<file path="config.mk">
export PLATFORM = sky130hd
export DESIGN_NAME = branch_exec_unit
export DESIGN_NICKNAME = d
export VERILOG_FILES = /design/src/rtl/branch_exec_unit.sv
export SDC_FILE = /design/constraint.sdc
export NUM_CORES = 1
export LEC_CHECK = 0
export CELL_PAD_IN_SITES_DETAIL_PLACEMENT = 0
export CELL_PAD_IN_SITES_GLOBAL_PLACEMENT = 2
export CORE_MARGIN = 3
export CORE_UTILIZATION = 31
export CTS_CLUSTER_DIAMETER = 100
export DETAILED_ROUTE_END_ITERATION = 8
export PLACE_DENSITY = 0.84
export SLEW_MARGIN = 30
export SYNTH_ARGS = -nofsm -noshare
export SYNTH_HDL_FRONTEND = slang
export SYNTH_SLANG_ARGS = --single-unit
</file>
<file path="constraint.sdc">
create_clock -name clock -period 7.2 [get_ports clock]
set_clock_uncertainty 0.2 [all_clocks]
set_input_delay 1.44 -clock clock [delete_from_list [all_inputs] [get_ports clock]]
set_output_delay 1.44 -clock clock [all_outputs]
set_load 0.005 [all_outputs]
</file>
<file path="src/rtl/branch_exec_unit.sv">
`timescale 1ns/1ps
// -----------------------------------------------------------------------------
// branch_exec_unit
// Multi-cycle branch execution unit for the LEGv8 datapath. The main control
// unit pulses start with a branch instruction, waits for done, then writes
// pc_out into the PC. Handles B, BL, BR, CBZ, CBNZ and B.cond. The FSM runs
// IDLE -> EX0 -> EX1 -> IDLE, so done arrives two cycles after start.
//
// Optional feature macro: BRANCH_STATS_EN (taken / not-taken statistics
// counters). When it is undefined, taken_cnt and nt_cnt are tied to zero.
//
// Ports
//   clock      in   rising-edge clock
//   reset      in   synchronous, active-high
//   start      in   begin a branch; sampled only in IDLE
//   IR         in   instruction word, latched with start
//   pc         in   PC of the branch instruction, latched with start
//   reg_val    in   register file data for rd_addr, sampled at end of EX0
//   flags_in   in   {V,C,N,Z} from the ALU
//   flags_we   in   load flags_in into the flag register (any state)
//   rd_addr    out  register to read (Rt for CBZ/CBNZ, Rn for BR, else 0)
//   busy       out  high in EX0 and EX1
//   done       out  one-cycle pulse in EX1
//   pc_load    out  same as done
//   pc_out     out  next PC
//   link_we    out  one-cycle pulse in EX0 for BL
//   link_addr  out  constant X30
//   link_val   out  latched pc + 4
//   illegal    out  with done: IR was not a supported branch
//   taken_cnt  out  taken branch count (BRANCH_STATS_EN only)
//   nt_cnt     out  not-taken conditional branch count (BRANCH_STATS_EN only)
// -----------------------------------------------------------------------------
module branch_exec_unit #(
  parameter int PC_W   = 64,
  parameter int DATA_W = 64,
  parameter int CNT_W  = 16
) (
  input  logic              clock,
  input  logic              reset,
  input  logic              start,
  input  logic [31:0]       IR,
  input  logic [PC_W-1:0]   pc,
  input  logic [DATA_W-1:0] reg_val,
  input  logic [3:0]        flags_in,
  input  logic              flags_we,
  output logic [4:0]        rd_addr,
  output logic              busy,
  output logic              done,
  output logic              pc_load,
  output logic [PC_W-1:0]   pc_out,
  output logic              link_we,
  output logic [4:0]        link_addr,
  output logic [PC_W-1:0]   link_val,
  output logic              illegal,
  output logic [CNT_W-1:0]  taken_cnt,
  output logic [CNT_W-1:0]  nt_cnt
);

  typedef enum logic [1:0] {S_IDLE, S_EX0, S_EX1} state_t;
  typedef enum logic [2:0] {K_B, K_BL, K_BR, K_CBZ, K_CBNZ, K_BCOND, K_ILL} kind_t;

  function automatic kind_t decode(input logic [31:0] ir);
    if (ir[31:26] == 6'b000101)            return K_B;
    else if (ir[31:26] == 6'b100101)       return K_BL;
    else if (ir[31:24] == 8'b10110100)     return K_CBZ;
    else if (ir[31:24] == 8'b10110101)     return K_CBNZ;
    else if (ir[31:24] == 8'b01010100)     return K_BCOND;
    else if (ir[31:21] == 11'b11010110000) return K_BR;
    else                                   return K_ILL;
  endfunction

  // f = {V,C,N,Z}
  function automatic logic cond_hold(input logic [3:0] cond, input logic [3:0] f);
    logic v, c, n, z;
    {v, c, n, z} = f;
    case (cond)
      4'd0:    return z;
      4'd1:    return ~z;
      4'd2:    return c;
      4'd3:    return ~c;
      4'd4:    return n;
      4'd5:    return ~n;
      4'd6:    return v;
      4'd7:    return ~v;
      4'd8:    return c & ~z;
      4'd9:    return ~c | z;
      4'd10:   return n == v;
      4'd11:   return n != v;
      4'd12:   return ~z & (n == v);
      4'd13:   return z | (n != v);
      default: return 1'b0;
    endcase
  endfunction

  function automatic logic [4:0] rd_select(input logic [31:0] ir);
    case (decode(ir))
      K_CBZ, K_CBNZ: return ir[4:0];
      K_BR:          return ir[9:5];
      default:       return 5'd0;
    endcase
  endfunction

  state_t          state;
  logic [31:0]     ir_q;
  logic [PC_W-1:0] pc_q;
  logic [3:0]      flags_q;

  kind_t           kind;
  logic            taken;
  logic [PC_W-1:0] seq_pc;
  logic [PC_W-1:0] target;
  logic [PC_W-1:0] off26;
  logic [PC_W-1:0] off19;
  logic [PC_W-1:0] br_target;

  assign link_addr = 5'd30;

  // BR target: truncate or zero-extend the register value to PC width.
  if (DATA_W >= PC_W) begin : g_br_trunc
    assign br_target = reg_val[PC_W-1:0];
  end else begin : g_br_zext
    assign br_target = {{(PC_W-DATA_W){1'b0}}, reg_val};
  end

  // Branch resolution works on the latched instruction; reg_val and the flag
  // register are consumed at the EX0 -> EX1 edge.
  always_comb begin
    kind   = decode(ir_q);
    seq_pc = pc_q + PC_W'(4);
    off26  = {{(PC_W-28){ir_q[25]}}, ir_q[25:0], 2'b00};
    off19  = {{(PC_W-21){ir_q[23]}}, ir_q[23:5], 2'b00};
    taken  = 1'b0;
    target = seq_pc;
    case (kind)
      K_B, K_BL: begin
        taken  = 1'b1;
        target = pc_q + off26;
      end
      K_BR: begin
        taken  = 1'b1;
        target = br_target;
      end
      K_CBZ: begin
        taken  = (reg_val == '0);
        target = pc_q + off19;
      end
      K_CBNZ: begin
        taken  = (reg_val != '0);
        target = pc_q + off19;
      end
      K_BCOND: begin
        taken  = cond_hold(ir_q[3:0], flags_q);
        target = pc_q + off19;
      end
      default: begin
        taken  = 1'b0;
        target = seq_pc;
      end
    endcase
  end

  // NOTE: every register here uses non-blocking assignment, so the EX0 cycle
  // reads flags_q as it stood before the edge; a flags_we in that same EX0
  // cycle lands together with the branch decision and is not seen by it.
  always_ff @(posedge clock) begin
    if (reset) begin
      state    <= S_IDLE;
      ir_q     <= '0;
      pc_q     <= '0;
      flags_q  <= '0;
      rd_addr  <= '0;
      busy     <= 1'b0;
      done     <= 1'b0;
      pc_load  <= 1'b0;
      pc_out   <= '0;
      link_we  <= 1'b0;
      link_val <= '0;
      illegal  <= 1'b0;
    end else begin
      if (flags_we) flags_q <= flags_in;
      done    <= 1'b0;
      pc_load <= 1'b0;
      link_we <= 1'b0;
      case (state)
        S_IDLE: begin
          if (start) begin
            ir_q     <= IR;
            pc_q     <= pc;
            link_val <= pc + PC_W'(4);
            rd_addr  <= rd_select(IR);
            link_we  <= (decode(IR) == K_BL);
            busy     <= 1'b1;
            state    <= S_EX0;
          end
        end
        S_EX0: begin
          pc_out  <= taken ? target : seq_pc;
          illegal <= (kind == K_ILL);
          done    <= 1'b1;
          pc_load <= 1'b1;
          state   <= S_EX1;
        end
        S_EX1: begin
          busy    <= 1'b0;
          rd_addr <= '0;
          illegal <= 1'b0;
          state   <= S_IDLE;
        end
        default: state <= S_IDLE;
      endcase
    end
  end

`ifdef BRANCH_STATS_EN
  logic [CNT_W-1:0] taken_q;
  logic [CNT_W-1:0] nt_q;

  // Not-taken branches are necessarily conditional, since B/BL/BR always take.
  always_ff @(posedge clock) begin
    if (reset) begin
      taken_q <= '0;
      nt_q    <= '0;
    end else if (state == S_EX0 && kind != K_ILL) begin
      if (taken) begin
        if (taken_q != '1) taken_q <= taken_q + CNT_W'(1);
      end else begin
        if (nt_q != '1) nt_q <= nt_q + CNT_W'(1);
      end
    end
  end

  assign taken_cnt = taken_q;
  assign nt_cnt    = nt_q;
`else
  assign taken_cnt = '0;
  assign nt_cnt    = '0;
`endif

endmodule
</file>
==> impl_metrics.py, run 1 <==
metrics = {
    "run_status": {
        "outcome": "complete, no violations",
    },
    "worst_setup_path": {
        "cp_slowest_cell": "a221oi_1",
        "crit_path_end_kind": "flip-flop",
        "worstPathMaxFanout": 20,
        "worstPathArrival_ns": 6.46,
        "crit_top_cell": "a221oi_1",
        "max_stage_delay_ns": 0.53,
        "crit_chain": "nor4b_1 -> nand3_1 -> a221oi_1 -> o21ai_2 -> a21oi_1 -> inv_1 -> buf_4 -> ha_1 -> a21o_1 -> a21o_1 -> a221oi_1 -> o21ai_0 -> a221oi_1 -> o21a_1 -> o21ai_0 -> or3_1 -> a31oi_1 -> nor3_1",
        "critical_path.top_delay_family": "compound AO/OA/AOI/OAI gates",
        "startpoint_type": "flip-flop",
        "worst-setup-path-type": "flip-flop to flip-flop",
        "crit_buf_inv": 2,
        "required_ns": 7.45,
    },
    "floorplan": {
        "die_width_um": 234,
        "rows": 83,
        "initial_core_util": 0.314,
        "die_h_um": 234,
        "io_pins": 343,
        "dieArea_um2": 54900,
        "core_um2": 51400,
    },
    "sta": {
        "setup_ws_ns": 0.989,
        "tightest_slew_ns": 0.947,
        "setup_tns_ns": 0,
        "period_needed_ns": 6.21,
        "period_share": 0.863,
        "grt_setup_unrepaired": "no",
        "slew_headroom": 0.369,
        "report.final.setup_viol": 0,
        "hold_viol_final": 0,
        "fmax_mhz": 161,
        "drv_slew": 0,
    },
    "global_route": {
        "antenna_found_initial": 0,
        "overflow": 0,
        "grt_pass1_wl_um": 100000,
        "grt_max_degree": 186,
        "track_usage": 0.237,
        "grt_pass1_vias": 16300,
    },
    "power": {
        "p_per_area_nw_per_um2": 206,
        "ir_worst_vdd_uv": 199,
        "power_leakage_nw": 7.68,
    },
    "routing": {
        "routed_wl_um": 67500,
        "drt_iter0_drc": 1278,
        "ant_nets": 0,
        "avgRoutedWirePerCell_um": 21.7,
        "avgViaCountPerCell": 5.42,
        "dr.pass1.iters": 5,
        "drcViolationCount": 0,
        "via_count": 16900,
    },
    "clock_network": {
        "h-tree-depth": 1,
        "cts_tree": "done",
        "cts_buffers": 30,
        "cts_buffer_depth": 3,
        "ctsHoldBuffers": 0,
        "cts_setup_buffers": 0,
        "cts_resized": 0,
        "clk_latency_ns": 0.60,
        "root_buffer": "clkbuf_16",
        "clk_pin_slew_ns": 0.06,
        "clock-sinks": 237,
    },
    "final_layout": {
        "antennaDiodeCount": 0,
        "fin_cells": 3115,
        "area_growth_pct": 28.3,
        "drive_gt1_frac": 0.0456,
        "fin_nets": 2658,
        "stdcell_area_um2": 20700,
    },
    "place": {
        "port-buffer-count": 305,
        "gp_congestion": 0.918,
        "placed_area_um2": 19600,
        "hpwl_um": 52200,
        "dpl.cell_count": 3059,
        "pre_cts_ws_ns": 1.08,
    },
    "logic_synthesis": {
        "synth-seq-cells": 237,
        "synth_seq_area_share": 0.294,
        "async_flop_share": 0,
        "synth_cell_type_count": 73,
        "syn_inst": 2198,
        "syn_avg_cell_area_um2": 7.35,
        "synthFlopType": "dfxtp_1",
        "synth_edf_count": 0,
        "yosysWarningCount": 0,
        "syn-cell-area_um2": 16200,
    },
    "worst_hold_path": {
        "hold_path.class": "flip-flop to flip-flop",
    },
    "job": {
        "cap_violations": 0,
    },
}
[worst register-to-register path: cells and delay by family, from the launching register on]
kind	cells	cell delay [ns]
buffers and inverters	2	0.84
AO/OA/AOI/OAI	11	3.25
AND/OR/NAND/NOR	4	0.94
adder cells (fa/ha/maj)	1	0.43
flip-flops	1	0.43
[per-layer routing]
layer	up-vias	part of all wire	track usage	wire, um
met1	7988	0.47	0.344	32000
met5	-	0	0	0
met2	598	0.42	0.352	28400
met3	121	0.071	0.0471	4800
met4	0	0.035	0.0728	2330
li1	8188	-	-	-
[through the flow]
step	hold slack, ns	utilization	power (mW)
after global routing	0.290	0.403	4.47
after global placement	0.249	0.381	2.54
after CTS	0.262	0.403	4.31
final	0.257	0.403	4.27
after floorplan	0.234	-	2.06
after detailed placement	0.254	0.381	2.54
[power breakdown]
part | switching, mW | internal (mW) | leakage [nW]
combinational | 0.527 | 0.435 | 5.15
clock | 0.657 | 1.09 | 0.572
sequential | 0.133 | 1.43 | 1.95
[layout make-up]
type | instances | area (um2)
Multi-Input combinational cell | 1772 | 10600
Sequential cell | 237 | 4740
Inverter | 53 | 199
Timing Repair Buffer | 317 | 3190
Fill cell | 5397 | 30700
Tap cell | 680 | 851
Clock inverter | 18 | 305
Clock buffer | 38 | 851
[synthesized netlist by cell type, types with 9 or more instances]
master | n | area (um2)
or3_1 | 23 | 144
nand2b_1 | 9 | 56.3
and4_1 | 12 | 105
nand3_1 | 68 | 340
mux2_2 | 16 | 180
a211oi_1 | 73 | 548
o21ai_0 | 77 | 385
a221oi_1 | 18 | 158
buf_2 | 10 | 50.1
nand4_1 | 36 | 225
inv_1 | 53 | 199
o211ai_1 | 50 | 375
a21o_1 | 26 | 195
nand2_1 | 368 | 1380
and2_1 | 9 | 56.3
mux2i_1 | 12 | 120
o21bai_1 | 9 | 67.6
nor4_1 | 27 | 169
nor2_1 | 224 | 841
and3_1 | 29 | 181
xor2_1 | 99 | 867
dfxtp_1 | 237 | 4740
a31oi_1 | 9 | 56.3
xnor2_1 | 58 | 508
o22ai_1 | 10 | 62.6
a21oi_1 | 222 | 1110
nor3_1 | 64 | 320
ha_1 | 78 | 976
buf_4 | 40 | 300
clkbuf_1 | 114 | 428
a311oi_1 | 15 | 131
[logic make-up (layout without fill, tap and decap cells)]
family | count (synthesis) | after routing | synth area share
mux | 28 | 28 | 0.0186
other cells | 2 | 37 | 0.000465
compound gates | 556 | 556 | 0.216
simple gates | 915 | 915 | 0.262
xor+xnor | 157 | 157 | 0.0851
buf+inv | 224 | 426 | 0.0621
fa+ha+maj | 79 | 79 | 0.0616
flops | 237 | 237 | 0.294
[worst paths after layout]
kind,cells after the start,from,slack [ns],end
worst min register to register,2,link_val[3],0.26,link_val[3]
worst max-delay path,18,ir_q[31],0.99,pc_out[55]
worst max register to register,18,ir_q[31],0.99,pc_out[55]
worst min-delay path,2,link_val[3],0.26,link_val[3]
[cell usage in the layout, fill, tap and decap left out, types with 6 or more instances in the layout]
master           netlist  layout
clkbuf_8               0       8
bufinv_16              0       7
mux2i_1               12      12
nor2_1               224     224
dfxtp_1              237     237
clkdlybuf4s50_1        0     304
a211oi_1              73      73
nand2_1              368     367
or3_1                 23      23
o22ai_1               10      10
o21a_1                 6       6
xnor2_1               58      58
and3_1                29      29
and2_1                 9       7
o21ai_0               77      76
or2_2                  7       7
clkinv_2               0       6
ha_1                  78      77
a21oi_1              222     221
a21o_1                26      26
nor3_1                64      64
a41oi_1                6       6
buf_4                 40       8
and4_1                12      12
a311oi_1              15      15
nand3_1               68      68
clkbuf_16              0      30
nor2b_1                8       8
a31oi_1                9       9
nor4_1                27      25
o21bai_1               9       9
nand4_1               36      36
inv_1                 53      53
mux2_2                16      16
nand2b_1               9       9
xor2_1                99      99
conb_1                 2      37
o211ai_1              50      50
a22oi_1                6       6
a221oi_1              18      18
[registers in the layout, indices dropped and copies added (netlist names), 2 cells and up]
signal / flops
link_val: 64
pc_out: 64
pc_q: 62
ir_q: 32
rd_addr: 5
flags_q: 4
state: 2
Power figures use the tool's default switching activity.
==> run 2, diff against run 1 <==
GPL_ROUTABILITY_DRIVEN = 0   (was unset)
SKIP_CTS_REPAIR_TIMING = 1   (was unset)
==> impl_metrics.py, run 2 (synthesis results as in run 1) <==
metrics = {
    "run_status": {
        "outcome": "complete, no violations",
    },
    "clock_network": {
        "clk_latency_ns": 0.60,
        "cts_buffers": 30,
        "h-tree-depth": 1,
        "cts_tree": "done",
        "root_buffer": "clkbuf_16",
        "clk_pin_slew_ns": 0.06,
        "cts_buffer_depth": 3,
        "clock-sinks": 237,
    },
    "final_layout": {
        "final_cell_mix": "367 x nand2_1, 304 x clkdlybuf4s50_1, 237 x dfxtp_1, 224 x nor2_1, 221 x a21oi_1",
        "fin_cells": 3115,
        "layout_commonest_cell": "nand2_1",
        "area_growth_pct": 28.7,
        "ff_latch_area_um2": 4740,
        "reg_top3": "link_val: 64 flops, pc_out: 64 flops, pc_q: 62 flops",
        "fillers": 5347,
        "antennaDiodeCount": 0,
        "fin_nets": 2658,
        "drive_gt1_frac": 0.0452,
        "multi_input_area_um2": 10600,
    },
    "floorplan": {
        "initial_core_util": 0.314,
        "die_width_um": 234,
        "core_um2": 51400,
        "die_h_um": 234,
        "rows": 83,
        "io_pins": 343,
        "dieArea_um2": 54900,
    },
    "global_route": {
        "grt_pass1_wl_um": 97800,
        "overflow": 0,
        "grt_max_degree": 185,
        "track_usage": 0.228,
        "grt_pass1_vias": 16100,
        "antenna_found_initial": 0,
    },
    "routing": {
        "via_count": 16700,
        "ant_nets": 0,
        "dr.pass1.iters": 7,
        "routed_wl_um": 64700,
        "drt_iter0_drc": 1323,
        "avgRoutedWirePerCell_um": 20.8,
        "drcViolationCount": 0,
        "avgViaCountPerCell": 5.37,
    },
    "worst_setup_path": {
        "required_ns": 7.46,
        "crit_path_end_kind": "flip-flop",
        "worstPathArrival_ns": 6.33,
        "reg2regPathDepth": 18,
        "worstPathMaxFanout": 29,
        "startpoint_type": "flip-flop",
        "worst-setup-path-type": "flip-flop to flip-flop",
    },
    "sta": {
        "grt_setup_unrepaired": "no",
        "period_share": 0.843,
        "setup_tns_ns": 0,
        "tightest_slew_ns": 0.965,
        "fmax_mhz": 165,
        "setup_ws_ns": 1.13,
        "drv_slew": 0,
        "whs_ns": 0.259,
        "period_needed_ns": 6.07,
        "hold_viol_final": 0,
        "slew_headroom": 0.357,
        "report.final.setup_viol": 0,
    },
    "power": {
        "power_leakage_nw": 7.68,
        "p_per_area_nw_per_um2": 207,
        "ir_worst_vdd_uv": 208,
    },
    "worst_hold_path": {
        "hold_path.class": "flip-flop to flip-flop",
        "min_path_cells": 2,
    },
    "place": {
        "hpwl_um": 49800,
        "dpl.cell_count": 3058,
        "pre_cts_ws_ns": 1.09,
        "port-buffer-count": 305,
    },
    "job": {
        "cap_violations": 0,
    },
}
==> run 2: changes by cell type in the layout (fill, tap and decap cells not counted), sizes merged <==
| cell | change |
|---|---|
| clkbuf | -1 |
| inv | -3 |
| bufinv | +2 |
| buf | +1 |
| clkinv | -2 |
| clkinvlp | +3 |
==> run 2: metal layers <==
metal	part of all wire	vias to the layer above	GRT usage
met3	0.072	76	0.0366
li1	-	8176	-
met5	0	-	0
met4	0.028	0	0.0601
met2	0.41	627	0.331
met1	0.49	7850	0.346
==> run 2: critical path, cell delays in order, from the launching register on <==
cell	delay (ns)
dfxtp_1	0.44
nor4b_1	0.27
nand3_1	0.18
a221oi_1	0.60
o21ai_4	0.35
a21oi_1	0.40
clkinv_1	0.40
buf_8	0.29
ha_1	0.37
a21oi_1	0.20
o21ai_0	0.14
a221oi_1	0.36
o21ai_0	0.17
a221oi_1	0.30
o21a_1	0.34
o21ai_0	0.30
or3_1	0.42
a31oi_1	0.17
nor3_1	0.06
==> run 2: area by class of cell <==
type                    count  share of cell area
repair buffers            317               0.153
multi-input cells        1772               0.510
inverters                  53             0.00957
clock buffers              38              0.0409
well taps                 680              0.0409
flip-flops and latches    237               0.228
clock inverters            18              0.0171
==> run 2: path summary, 6_finish.rpt <==
path               start          end  slack [ns]
min          link_val[3]  link_val[3]        0.26
min reg2reg  link_val[3]  link_val[3]        0.26
max             ir_q[31]   pc_out[55]        1.13
max reg2reg     ir_q[31]   pc_out[55]        1.13
==> run 2: stage by stage <==
stage | power [mW] | utilization | instance area [um2]
floorplan | 2.06 | - | 16300
global placement | 2.52 | 0.380 | 19600
detailed placement | 2.53 | 0.381 | 19600
CTS | 4.35 | 0.404 | 20800
global route | 4.53 | 0.405 | 20800
finish | 4.31 | 0.405 | 20800
==> run 2: power breakdown <==
group	internal (mW)	switching [mW]
logic	0.435	0.517
clock network	1.16	0.637
registers	1.43	0.130
==> run 3, diff against run 2 <==
CORE_UTILIZATION = 29   (was 31)
PLACE_DENSITY = 0.79   (was 0.84)
clock period = 5.7 ns   (was 7.2 ns; I/O delays follow)
==> impl_metrics.py, run 3 (synthesis results as in run 1) <==
metrics = {
    "power": {
        "p_per_area_nw_per_um2": 240,
        "p_seq_frac": 0.395,
        "p_total_mw": 4.99,
        "p_comb_frac": 0.245,
        "power_leakage_nw": 7.71,
        "p_int_mw": 3.37,
        "p_clk_frac": 0.361,
        "ir_worst_vdd_uv": 250,
        "switching_share": 0.325,
        "switchingPower_mw": 1.62,
    },
    "worst_setup_path": {
        "cp.depth": 17,
        "r2r_slack_ns": 0.41,
        "worstReg2RegEnd": "pc_out[63]",
        "crit_buf_inv": 1,
        "crit_path_end_kind": "flip-flop",
        "crit_chain": "or3_1 -> a21oi_1 -> o21ai_0 -> o21ai_2 -> buf_4 -> mux2_2 -> ha_1 -> nand4_1 -> o22ai_1 -> a21oi_1 -> o311ai_1 -> a211oi_1 -> o21a_1 -> o21ai_0 -> o2111ai_1 -> a211oi_1 -> nor4_1",
        "required_ns": 5.94,
        "startpoint_type": "flip-flop",
        "r2r_start": "ir_q[24]",
        "max_stage_delay_ns": 0.52,
        "worstPathArrival_ns": 5.53,
        "reg2regPathDepth": 17,
        "critical_path.top_delay_family": "compound AO/OA/AOI/OAI gates",
        "cp_slowest_cell": "o21ai_0",
        "worst-setup-path-type": "flip-flop to flip-flop",
        "worstPathMaxFanout": 21,
    },
    "clock_network": {
        "cts_buffers": 30,
        "clk_pin_slew_ns": 0.06,
        "h-tree-depth": 1,
        "clk_latency_ns": 0.60,
        "cts_tree": "done",
        "clock-sinks": 237,
        "root_buffer": "clkbuf_16",
        "cts_buffer_depth": 3,
    },
    "routing": {
        "dr.pass1.iters": 5,
        "ant_nets": 0,
        "routed_wl_um": 66400,
        "avgRoutedWirePerCell_um": 20.7,
        "via_count": 16800,
        "drcViolationCount": 0,
        "avgViaCountPerCell": 5.24,
        "drt_iter0_drc": 1130,
    },
    "floorplan": {
        "core_um2": 54500,
        "initial_core_util": 0.297,
        "io_pins": 343,
        "dieArea_um2": 58600,
        "die_width_um": 242,
        "rows": 85,
        "die_h_um": 242,
    },
    "final_layout": {
        "fin_nets": 2686,
        "final_core_util": 0.383,
        "ff_latch_area_um2": 4740,
        "fillers": 5813,
        "reg_top3": "link_val: 64 flops, pc_out: 64 flops, pc_q: 62 flops",
        "fin_cells": 3202,
        "final_cell_mix": "367 x nand2_1, 304 x clkdlybuf4s50_1, 237 x dfxtp_1, 224 x nor2_1, 221 x a21oi_1",
        "stdcell_area_um2": 20800,
        "multi_input_area_um2": 10600,
        "drive_gt1_frac": 0.0549,
        "area_growth_pct": 28.9,
        "layout_commonest_cell": "nand2_1",
    },
    "sta": {
        "setup_ws_ns": 0.408,
        "report.final.setup_viol": 0,
        "setup_tns_ns": 0,
        "fmax_mhz": 189,
        "grt_setup_unrepaired": "no",
        "tightest_slew_ns": 0.995,
        "drv_slew": 0,
        "period_share": 0.928,
        "whs_ns": 0.264,
        "hold_viol_final": 0,
        "slew_headroom": 0.331,
        "period_needed_ns": 5.29,
    },
    "worst_hold_path": {
        "hold_path.class": "flip-flop to flip-flop",
        "hold_end": "link_val[3]",
        "min_path_cells": 2,
        "hold_path.startpoint": "link_val[3]",
    },
    "global_route": {
        "antenna_found_initial": 2,
        "track_usage": 0.216,
        "grt_pass1_wl_um": 99900,
        "grt_pass1_vias": 16200,
        "grt_max_degree": 133,
        "overflow": 0,
    },
    "place": {
        "hpwl_um": 51800,
        "pre_cts_ws_ns": 0.228,
        "port-buffer-count": 305,
        "placed_area_um2": 19900,
        "dpl.cell_count": 3144,
    },
    "run_status": {
        "outcome": "complete, no violations",
    },
    "job": {
        "cap_violations": 0,
    },
}
==> run 3: changes by cell type in the layout (fill, tap and decap cells not counted), moves of 2 or more <==
cell / before / now
buf_12: 3 / 5
buf_4: 8 / 35
bufinv_16: 9 / 0
clkbuf_1: 1 / 4
clkbuf_8: 7 / 3
clkinv_2: 3 / 12
diode_2: 0 / 2
o21ai_0: 76 / 74
o21ai_1: 0 / 2
==> run 3: how the worst max path moves through the flow <==
stage                     start         end  slack (ns)
global placement    reg_val[20]  pc_out[15]        0.36
CTS                    ir_q[24]  pc_out[50]        0.21
finish                 ir_q[24]  pc_out[63]        0.41
global route           ir_q[24]  pc_out[63]        0.06
floorplan              ir_q[24]  pc_out[63]        0.75
detailed placement     ir_q[24]  pc_out[50]        0.23
==> run 3: final cells by class <==
cell class	instances	area share
diodes	2	0.000240
clock buffers	37	0.0387
clock inverters	17	0.00583
inverters	53	0.00955
multi-input cells	1772	0.509
flip-flops and latches	237	0.228
well taps	739	0.0444
repair buffers	345	0.164
==> run 3: layer usage <==
layer | vias to the layer above | part of all wire | GRT usage
li1 | 8238 | - | -
met1 | 7878 | 0.48 | 0.311
met2 | 577 | 0.42 | 0.323
met3 | 82 | 0.079 | 0.0498
met4 | 0 | 0.026 | 0.0557
met5 | - | 0 | 0
==> run 3: worst reg2reg max path, cell delays in order (launching register included) <==
cell       delay, ns
dfxtp_1         0.36
or3_1           0.38
a21oi_1         0.14
o21ai_0         0.18
o21ai_2         0.25
buf_4           0.31
mux2_2          0.38
ha_1            0.42
nand4_1         0.16
o22ai_1         0.21
a21oi_1         0.08
o311ai_1        0.49
a211oi_1        0.22
o21a_1          0.26
o21ai_0         0.52
o2111ai_1       0.21
a211oi_1        0.27
nor4_1          0.08
==> run 3: power by group through the flow <==
stage	logic (mW)	registers [mW]	clock network, mW
4_1_cts	1.22	1.97	1.86
3_3_place_gp	1.21	2.00	0
3_5_place_dp	1.21	2.00	0
6_report	1.22	1.97	1.80
5_1_grt	1.35	1.99	1.93
2_1_floorplan	0.663	1.94	0
